<file path="src/rtl/usb_pkg.sv">
// Shared USB device-mode definitions: PID codes, CRC16 constants and the
// interrupt-IN responder state encoding.
package usb_pkg;

   localparam logic [3:0] PID_IN    = 4'b1001;
   localparam logic [3:0] PID_DATA0 = 4'b0011;
   localparam logic [3:0] PID_DATA1 = 4'b1011;
   localparam logic [3:0] PID_ACK   = 4'b0010;
   localparam logic [3:0] PID_NAK   = 4'b1010;
   localparam logic [3:0] PID_STALL = 4'b1110;

   // Reflected (LSB-first) form of x^16 + x^15 + x^2 + 1.
   localparam logic [15:0] CRC16_POLY_REFL = 16'hA001;
   localparam logic [15:0] CRC16_INIT      = 16'hFFFF;
   localparam logic [15:0] CRC16_RESIDUE   = 16'hB001;

   localparam int unsigned ACK_TIMEOUT_DEFAULT = 96;

   typedef enum logic [2:0] {
      ST_IDLE,
      ST_SEND_PID,
      ST_SEND_DATA,
      ST_SEND_CRC_LO,
      ST_SEND_CRC_HI,
      ST_WAIT_ACK,
      ST_SEND_HS
   } ep_state_e;

   // PID byte as it goes on the wire: check nibble above the PID nibble.
   function automatic logic [7:0] pid_byte(input logic [3:0] pid);
      return {~pid, pid};
   endfunction

endpackage

</file>
<file path="src/rtl/usb_crc16_byte.sv">
// Combinational USB CRC16 step: folds one data byte (LSB first) into the
// running reflected CRC register.
module usb_crc16_byte
   import usb_pkg::*;
(
   input  logic [15:0] crc_in,
   input  logic [7:0]  data_in,
   output logic [15:0] crc_out
);

   always_comb begin
      // NOTE: blocking assignments here are deliberate; each loop pass must
      // see the value produced by the previous pass within the same evaluation.
      crc_out = crc_in ^ {8'h00, data_in};
      for (int i = 0; i < 8; i++) begin
         crc_out = crc_out[0] ? ((crc_out >> 1) ^ CRC16_POLY_REFL) : (crc_out >> 1);
      end
   end

endmodule

</file>
<file path="src/rtl/usb_hid_keyboard_device_responder.sv">
// Interrupt-IN endpoint responder for a HID boot keyboard: answers IN tokens
// with the latched 8-byte report (DATA0/1 + CRC16), NAK or STALL.
module usb_hid_keyboard_device_responder
   import usb_pkg::*;
#(
   parameter int unsigned ACK_TIMEOUT = ACK_TIMEOUT_DEFAULT
) (
   input  logic        clk,
   input  logic        rst,
   input  logic        configured,
   input  logic        halt,
   input  logic        toggle_reset,
   input  logic [6:0]  dev_addr,
   input  logic [3:0]  endp_number,
   input  logic        token_valid,
   input  logic [3:0]  token_pid,
   input  logic [6:0]  token_addr,
   input  logic [3:0]  token_endp,
   input  logic        hs_valid,
   input  logic [3:0]  hs_pid,
   input  logic        report_load,
   input  logic [63:0] report_in,
   output logic [7:0]  utmi_tx_data,
   output logic        utmi_tx_valid,
   input  logic        utmi_tx_ready,
   output logic        data_toggle,
   output logic        report_pending,
   output logic [15:0] sent_count,
   output logic [15:0] nak_count
);

   localparam int unsigned TMO_W = $clog2(ACK_TIMEOUT + 1);

   ep_state_e         state_q, state_d;
   logic [63:0]       next_buf_q, next_buf_d;
   logic [63:0]       tx_buf_q, tx_buf_d;
   logic              pending_q, pending_d;
   logic              retry_q, retry_d;
   logic              toggle_q, toggle_d;
   logic [2:0]        idx_q, idx_d;
   logic [15:0]       crc_q, crc_d;
   logic [3:0]        pid_q, pid_d;
   logic [15:0]       sent_q, sent_d;
   logic [15:0]       nak_q, nak_d;
   logic [TMO_W-1:0]  tmo_q, tmo_d;

   logic              token_match;
   logic [7:0]        data_byte;
   logic [15:0]       crc_next;

   assign token_match = token_valid && configured && (token_pid == PID_IN) &&
                        (token_addr == dev_addr) && (token_endp == endp_number);
   assign data_byte   = tx_buf_q[{idx_q, 3'b000} +: 8];

   usb_crc16_byte u_crc16 (
      .crc_in  (crc_q),
      .data_in (data_byte),
      .crc_out (crc_next)
   );

   always_comb begin
      // NOTE: every signal written below gets a default first, so no path can
      // leave one unassigned and infer a latch.
      state_d       = state_q;
      next_buf_d    = next_buf_q;
      tx_buf_d      = tx_buf_q;
      pending_d     = pending_q;
      retry_d       = retry_q;
      toggle_d      = toggle_q;
      idx_d         = idx_q;
      crc_d         = crc_q;
      pid_d         = pid_q;
      sent_d        = sent_q;
      nak_d         = nak_q;
      tmo_d         = tmo_q;
      utmi_tx_valid = 1'b0;
      utmi_tx_data  = 8'h00;

      unique case (state_q)
         ST_IDLE: begin
            if (token_match) begin
               if (halt) begin
                  pid_d   = PID_STALL;
                  state_d = ST_SEND_HS;
               end else if (retry_q || pending_q) begin
                  // A retry resends tx_buf untouched; a fresh report is moved over.
                  if (!retry_q) begin
                     tx_buf_d  = next_buf_q;
                     pending_d = 1'b0;
                  end
                  pid_d   = toggle_q ? PID_DATA1 : PID_DATA0;
                  state_d = ST_SEND_PID;
               end else begin
                  pid_d   = PID_NAK;
                  nak_d   = nak_q + 16'd1;
                  state_d = ST_SEND_HS;
               end
            end
         end
         ST_SEND_PID: begin
            utmi_tx_valid = 1'b1;
            utmi_tx_data  = pid_byte(pid_q);
            if (utmi_tx_ready) begin
               idx_d   = 3'd0;
               crc_d   = CRC16_INIT;
               state_d = ST_SEND_DATA;
            end
         end
         ST_SEND_DATA: begin
            utmi_tx_valid = 1'b1;
            utmi_tx_data  = data_byte;
            if (utmi_tx_ready) begin
               crc_d = crc_next;
               idx_d = idx_q + 3'd1;
               if (idx_q == 3'd7) state_d = ST_SEND_CRC_LO;
            end
         end
         ST_SEND_CRC_LO: begin
            utmi_tx_valid = 1'b1;
            utmi_tx_data  = ~crc_q[7:0];
            if (utmi_tx_ready) state_d = ST_SEND_CRC_HI;
         end
         ST_SEND_CRC_HI: begin
            utmi_tx_valid = 1'b1;
            utmi_tx_data  = ~crc_q[15:8];
            if (utmi_tx_ready) begin
               tmo_d   = '0;
               state_d = ST_WAIT_ACK;
            end
         end
         ST_WAIT_ACK: begin
            if (hs_valid) begin
               if (hs_pid == PID_ACK) begin
                  toggle_d = ~toggle_q;
                  retry_d  = 1'b0;
                  sent_d   = sent_q + 16'd1;
               end else begin
                  retry_d  = 1'b1;
               end
               state_d = ST_IDLE;
            end else if (!configured || (tmo_q == TMO_W'(ACK_TIMEOUT))) begin
               retry_d = 1'b1;
               state_d = ST_IDLE;
            end else begin
               tmo_d = tmo_q + 1'b1;
            end
         end
         ST_SEND_HS: begin
            utmi_tx_valid = 1'b1;
            utmi_tx_data  = pid_byte(pid_q);
            if (utmi_tx_ready) state_d = ST_IDLE;
         end
         default: state_d = ST_IDLE;
      endcase

      // Loads only touch next_buf, so a packet in flight is never disturbed.
      if (report_load) begin
         next_buf_d = report_in;
         pending_d  = 1'b1;
      end

      if (toggle_reset) begin
         toggle_d = 1'b0;
         retry_d  = 1'b0;
      end
   end

   always_ff @(posedge clk or posedge rst) begin
      // NOTE: non-blocking assignments for all state so every flop samples the
      // pre-edge values regardless of statement order.
      if (rst) begin
         state_q    <= ST_IDLE;
         next_buf_q <= '0;
         tx_buf_q   <= '0;
         pending_q  <= 1'b0;
         retry_q    <= 1'b0;
         toggle_q   <= 1'b0;
         idx_q      <= '0;
         crc_q      <= CRC16_INIT;
         pid_q      <= '0;
         sent_q     <= '0;
         nak_q      <= '0;
         tmo_q      <= '0;
      end else begin
         state_q    <= state_d;
         next_buf_q <= next_buf_d;
         tx_buf_q   <= tx_buf_d;
         pending_q  <= pending_d;
         retry_q    <= retry_d;
         toggle_q   <= toggle_d;
         idx_q      <= idx_d;
         crc_q      <= crc_d;
         pid_q      <= pid_d;
         sent_q     <= sent_d;
         nak_q      <= nak_d;
         tmo_q      <= tmo_d;
      end
   end

   assign data_toggle    = toggle_q;
   assign report_pending = pending_q;
   assign sent_count     = sent_q;
   assign nak_count      = nak_q;

endmodule
</file>
<file path="config.mk">
export PLATFORM = sky130hd
export DESIGN_NAME = usb_hid_keyboard_device_responder
export DESIGN_NICKNAME = d
export VERILOG_FILES = /design/src/rtl/usb_pkg.sv /design/src/rtl/usb_crc16_byte.sv /design/src/rtl/usb_hid_keyboard_device_responder.sv
export SDC_FILE = /design/constraint.sdc
export NUM_CORES = 1
export LEC_CHECK = 0
export ABC_AREA = 1
export ABC_CLOCK_PERIOD_IN_PS = 18000
export CORE_MARGIN = 3
export CORE_UTILIZATION = 62
export CTS_BUF_LIST = sky130_fd_sc_hd__clkbuf_2 sky130_fd_sc_hd__clkbuf_4 sky130_fd_sc_hd__clkbuf_8
export DETAILED_ROUTE_END_ITERATION = 6
export GPL_TIMING_DRIVEN = 1
export PLACE_DENSITY_LB_ADDON = 0.15
export SYNTH_ARGS = -nofsm -noshare
export SYNTH_HDL_FRONTEND = slang
export SYNTH_HIERARCHICAL = 1
export SYNTH_SLANG_ARGS = --single-unit
</file>
<file path="constraint.sdc">
create_clock -name clk -period 18 [get_ports clk]
set_input_delay 3.6 -clock clk [delete_from_list [all_inputs] [get_ports clk]]
set_output_delay 3.6 -clock clk [all_outputs]
set_load 0.01 [all_outputs]
</file>
# Word level (Yosys, flattened, before mapping)
# Index checks and enable logic that the tools add are counted.
[word_totals]
regBits = 196
inputBits = 103
out_inout_bits = 43
word_cells = 135
[classes]
addsub = 4
n_eq_ne = 24
shift = 1
n_mux = 49
bitwise_logic = 16
reduce_logical = 29
[op_table]
columns = ["cell", "n"]
rows = [
  ["16-bit 2-to-1 mux", 10],
  ["64-bit by 7-bit indexed part select with 8-bit output", 1],
  ["3-bit 2-to-1 mux", 12],
  ["16-bit by 1-bit adder with 16-bit output (second input constant)", 2],
  ["16-bit case mux with 2 select lines", 1],
  ["8-bit case mux with 4 select lines", 1],
  ["2-bit inverter with 3-bit output", 8],
  ["7-bit 2-to-1 mux", 3],
  ["3-bit case mux with 7 select lines", 1],
  ["2-bit != test (second input constant)", 10],
  ["1-bit 2-to-1 mux", 16],
  ["8-bit inverter", 2],
  ["2-bit nonzero test", 8],
  ["16-bit by 8-bit bitwise XOR with 16-bit output", 1],
  ["7-bit case mux with 2 select lines", 1],
  ["3-bit == test (second input constant)", 4],
  ["4-bit 2-to-1 mux", 3],
  ["5-bit AND reduction", 2],
  ["3-bit AND reduction", 3],
  ["4-bit AND reduction", 2],
  ["8-bit AND reduction", 1],
  ["7-bit by 1-bit adder with 7-bit output (second input constant)", 1],
  ["7-bit == test", 1],
  ["7-bit == test (second input constant)", 1],
  ["19 further kinds", 28],
]

# Logic depth before layout (Yosys ltp)
[logic_depth]
word_depth = 20
ltp_mapped = 21
ltp_nobuf = 20

# By module
# The synthesis kept the hierarchy.
[modules_own_cells]
columns = ["module", "n_inst", "cells_each", "area_each_um2", "seq_area_each_um2"]
rows = [
  ["usb_hid_keyboard_device_responder", 1, 1373, 10258.6, 4924.7],
  ["usb_crc16_byte", 1, 91, 498.0, 0.0],
]

# Least setup slack after synthesis
# Ideal clock, no wire load.
[synth_path]
path_kind = "reg-to-output"
from = "reg idx_q[0]"
to = "out utmi_tx_data[7]"
arrival_time_ps = 1422
t_required_ps = 14400
path_slack_ps = 12978
stages_incl_launch_ff = 8
path_buffers = 2
path_cell_list = "dfrtp_1 > buf_2 > buf_1 > o211ai_1 > nand3_1 > o21a_1 > nand2_1 > nand4_1"
[synth_between]
elab_chain_cells = 2
[synth_lines]
columns = ["element", "line", "source"]
rows = [
  ["start, declared", "usb_hid_keyboard_device_responder.sv:40", "logic [2:0] idx_q, idx_d;"],
  ["start signal, assigned", "usb_hid_keyboard_device_responder.sv:191", "idx_q <= idx_d;"],
  ["64-bit by 7-bit indexed part select with 8-bit output", "usb_hid_keyboard_device_responder.sv:53", "assign data_byte = tx_buf_q[{idx_q, 3'b000} +: 8];"],
  ["via data_byte[7]", "usb_hid_keyboard_device_responder.sv:48", "logic [7:0] data_byte;"],
  ["8-bit case mux with 4 select lines", "usb_hid_keyboard_device_responder.sv:79", "unique case (state_q)"],
  ["end, declared", "usb_hid_keyboard_device_responder.sv:23", "output logic [7:0] utmi_tx_data,"],
]
# The timed path passes the listed nets, and every way through them passes these cells.

# Final worst setup path
[layout_path]
from = "reg idx_q[1]"
to = "out utmi_tx_data[7]"
# Same word-level chain as after synthesis.

==> flow_summary.json <==
{
  "post-place-ws_ns": 11.83,
  "status": "completed",
  "placed_area_mm2": 0.01221,
  "grt_pass1_wl_um": 42860,
  "place_congestion": 0.9275,
  "area_delta_synth_final_pct": 17.37,
  "synth_flop_cell": "dfrtp_1",
  "use_met3": 0.06939,
  "synth.area.top_cells": "dfrtp_1, nand2_1, inv_1, nand4_1, o21ai_0",
  "grt_pass1_vias": 8885,
  "p_per_area_mw_per_mm2": 104.8,
  "cts_buffer_depth": 2,
  "grt_use_total": 0.2846,
  "cap_violations": 0,
  "syn_area_mm2": 0.01076,
  "arrival_ns": 3.13,
  "wl_um": 25850,
  "cts_tree": "built",
  "wire_per_inst_um": 14.33,
  "grt-busiest-layer": "met2",
  "num_rows": 47,
  "insertion_delay_ns": 0.49,
  "hold_violations": 0,
  "ys_types": 34,
  "synth_seq_area_share": 0.4578,
  "postSynthAreaPerCell_um2": 7.347,
  "htree_levels": 4,
  "peakVddDrop_v": 0.00006355,
  "post_cts_buffers": 0,
  "hold_class": "flop to flop",
  "required_ns": 14.40,
  "cts_buffers": 17,
  "nFillCells": 1317,
  "p_leak_nw": 6.546,
  "synthTopCellsByCount": "nand2_1, inv_1, dfrtp_1, o21ai_0, nand4_1",
  "setup-tns-final_ns": 0,
  "fp.dieH_um": 137.7,
  "fin_area_mm2": 0.01262,
  "cp_max_fo": 24,
  "synth_edf_count": 0,
  "seqCellArea_mm2": 0.004925,
  "synthArstFlopShare": 1.000,
  "post-synth-top-count-cell": "nand2_1",
  "grt_use_met1": 0.3894,
  "final_util": 0.7533,
  "first_pass_iters": 6,
  "grt_overflow": 0,
  "finalSetupViolations": 0,
  "dieArea_mm2": 0.01897,
  "coreArea_mm2": 0.01676,
  "drt-vias-per-instance": 5.213,
  "drcViolationCount": 0,
  "drive_gt1_frac": 0.06124,
  "initial_utilization": 0.6418,
  "ys_ff_latch": 196,
  "dp_hpwl_um": 18340,
  "synth_top_area_frac": 0.4188,
  "netlist_instances": 1464,
  "yosysWarnings": 6,
  "crit_path_start_kind": "flop",
  "fp.dieW_um": 137.7,
  "slew-limit-headroom": 0.3009,
  "grt_start_max_net_pins": 134,
  "crit_type": "flop to output port",
  "holdBufCountCts": 0,
  "nNetsFinal": 1680,
  "num_vias": 9404,
  "first_iter_violations": 644,
  "synth_fp_nets": 1573,
  "yosys.area.top_type": "dfrtp_1",
  "max_slew.worst_pin.slew_ns": 1.043,
  "ant_nets": 0,
  "grt_util_met2": 0.4542,
  "drv_slew": 0,
  "io_pins": 146,
  "setup_ws_ns": 11.27,
  "cts.reportedPaths.clkPinSlew_ns": 0.10,
  "skew_ns": 0.01432,
  "diodes": 0,
  "cp-end-kind": "output port",
  "rsz0062_at_grt": "false",
  "fin_crit_ns": 6.729,
  "multi_input_area_mm2": 0.004379,
  "cts.sinks": 196,
  "antenna_found_initial": 1,
  "clockRootBuffer": "clkbuf_8",
  "period_share": 0.3738,
  "max_freq_mhz": 148.6,
  "cts_resized": 0,
  "numPortBuffers": 145
}
## critical path: stages (launching register included)
cell	delay [ns]
dfrtp_1	0.88
inv_1	0.38
a21oi_1	0.19
o21ai_0	0.10
nand2_1	0.09
o21a_1	0.26
nand2_1	0.10
nand4_1	0.10
clkdlybuf4s50_1	0.55
## layout by cell type (no fill, tap or decap), types with 2 or more instances in the layout
| cell type | count |
|---|---|
| nand2_4 | 3 |
| dfrtp_1 | 180 |
| bufinv_16 | 2 |
| inv_1 | 286 |
| nand4_1 | 81 |
| dfstp_2 | 16 |
| nor3_2 | 2 |
| clkinv_2 | 2 |
| a21oi_1 | 46 |
| clkbuf_8 | 19 |
| ha_1 | 6 |
| o21ai_0 | 99 |
| nor2_1 | 70 |
| inv_2 | 11 |
| nor2_4 | 3 |
| nand3b_1 | 5 |
| nor3_1 | 7 |
| nand2_2 | 12 |
| xor2_1 | 25 |
| nor2_2 | 5 |
| inv_8 | 2 |
| o211ai_1 | 8 |
| o22a_1 | 2 |
| nand2_1 | 429 |
| o21a_1 | 8 |
| xnor2_1 | 18 |
| clkinv_1 | 2 |
| nand3_1 | 61 |
| clkdlybuf4s50_1 | 144 |
| buf_4 | 8 |
| inv_6 | 6 |
| o21ai_1 | 10 |
## through the flow
| step | hold slack [ns] | std cells | power, mW |
|---|---|---|---|
| 6_report | 0.4940 | 1804 | 1.323 |
| 5_1_grt | 0.5055 | 1804 | 1.408 |
| 4_1_cts | 0.4907 | 1804 | 1.322 |
| 3_5_place_dp | 0.4774 | 1772 | 1.025 |
| 3_3_place_gp | 0.4672 | 1772 | 1.013 |
| 2_1_floorplan | 0.4529 | 1464 | 0.8838 |
## path summary, 6_finish.rpt
kind	depth (start not counted)	slack, ns	to	from
max	8	11.27	utmi_tx_data[7]	idx_q[1]$_DFFE_PP0P_
max reg2reg	17	14.96	crc_q[0]$_DFFE_PP1P_	idx_q[1]$_DFFE_PP0P_
min in group asynchronous	2	3.72	sent_count[11]$_DFFE_PP0P_	rst
min reg2reg	2	0.49	crc_q[11]$_DFFE_PP1P_	crc_q[11]$_DFFE_PP1P_
max in group asynchronous	3	12.92	next_buf_q[20]$_DFFE_PP0P_	rst
min	2	0.49	crc_q[11]$_DFFE_PP1P_	crc_q[11]$_DFFE_PP1P_
## metal layers
metal  share of wire  vias to the layer above  routed length [um]
li1                -                     4715                   -
met1            0.44                     4333               11300
met2            0.47                      299               12180
met3           0.068                       55                1760
met4           0.023                        2                 602
met5         0.00035                        -                   9
## sequential cells by signal, summed over array words and instances (netlist names)
register / count
next_buf_q: 64
tx_buf_q: 64
crc_q: 16
nak_count: 16
sent_count: 16
tmo_q: 7
pid_q: 4
idx_q: 3
state_q: 3
data_toggle: 1
report_pending: 1
retry_q: 1
## cell type report
type                            instances  area share
Sequential cell                       196      0.3901
Multi-Input combinational cell        904      0.3469
Timing Repair Buffer                  152      0.1189
Inverter                              300     0.08979
Tap cell                              220     0.02180
Clock buffer                           20     0.02131
Clock inverter                         12     0.01120
## power by group
group	switching, mW	leakage (nW)	internal [mW]	total (mW)
Sequential	0.0333	2.19	0.487	0.520
Combinational	0.320	4.15	0.183	0.503
Clock	0.165	0.211	0.136	0.300
## logic make-up after synthesis
| kind of cell | after synthesis | share of synthesized area |
|---|---|---|
| XOR/XNOR | 44 | 0.03757 |
| flip-flops | 196 | 0.4578 |
| adder cells (fa/ha/maj) | 6 | 0.006979 |
| AND/OR/NAND/NOR | 680 | 0.2757 |
| buffers and inverters | 364 | 0.1362 |
| AO/OA/AOI/OAI | 174 | 0.08573 |
(Power assumes the default switching activity.)
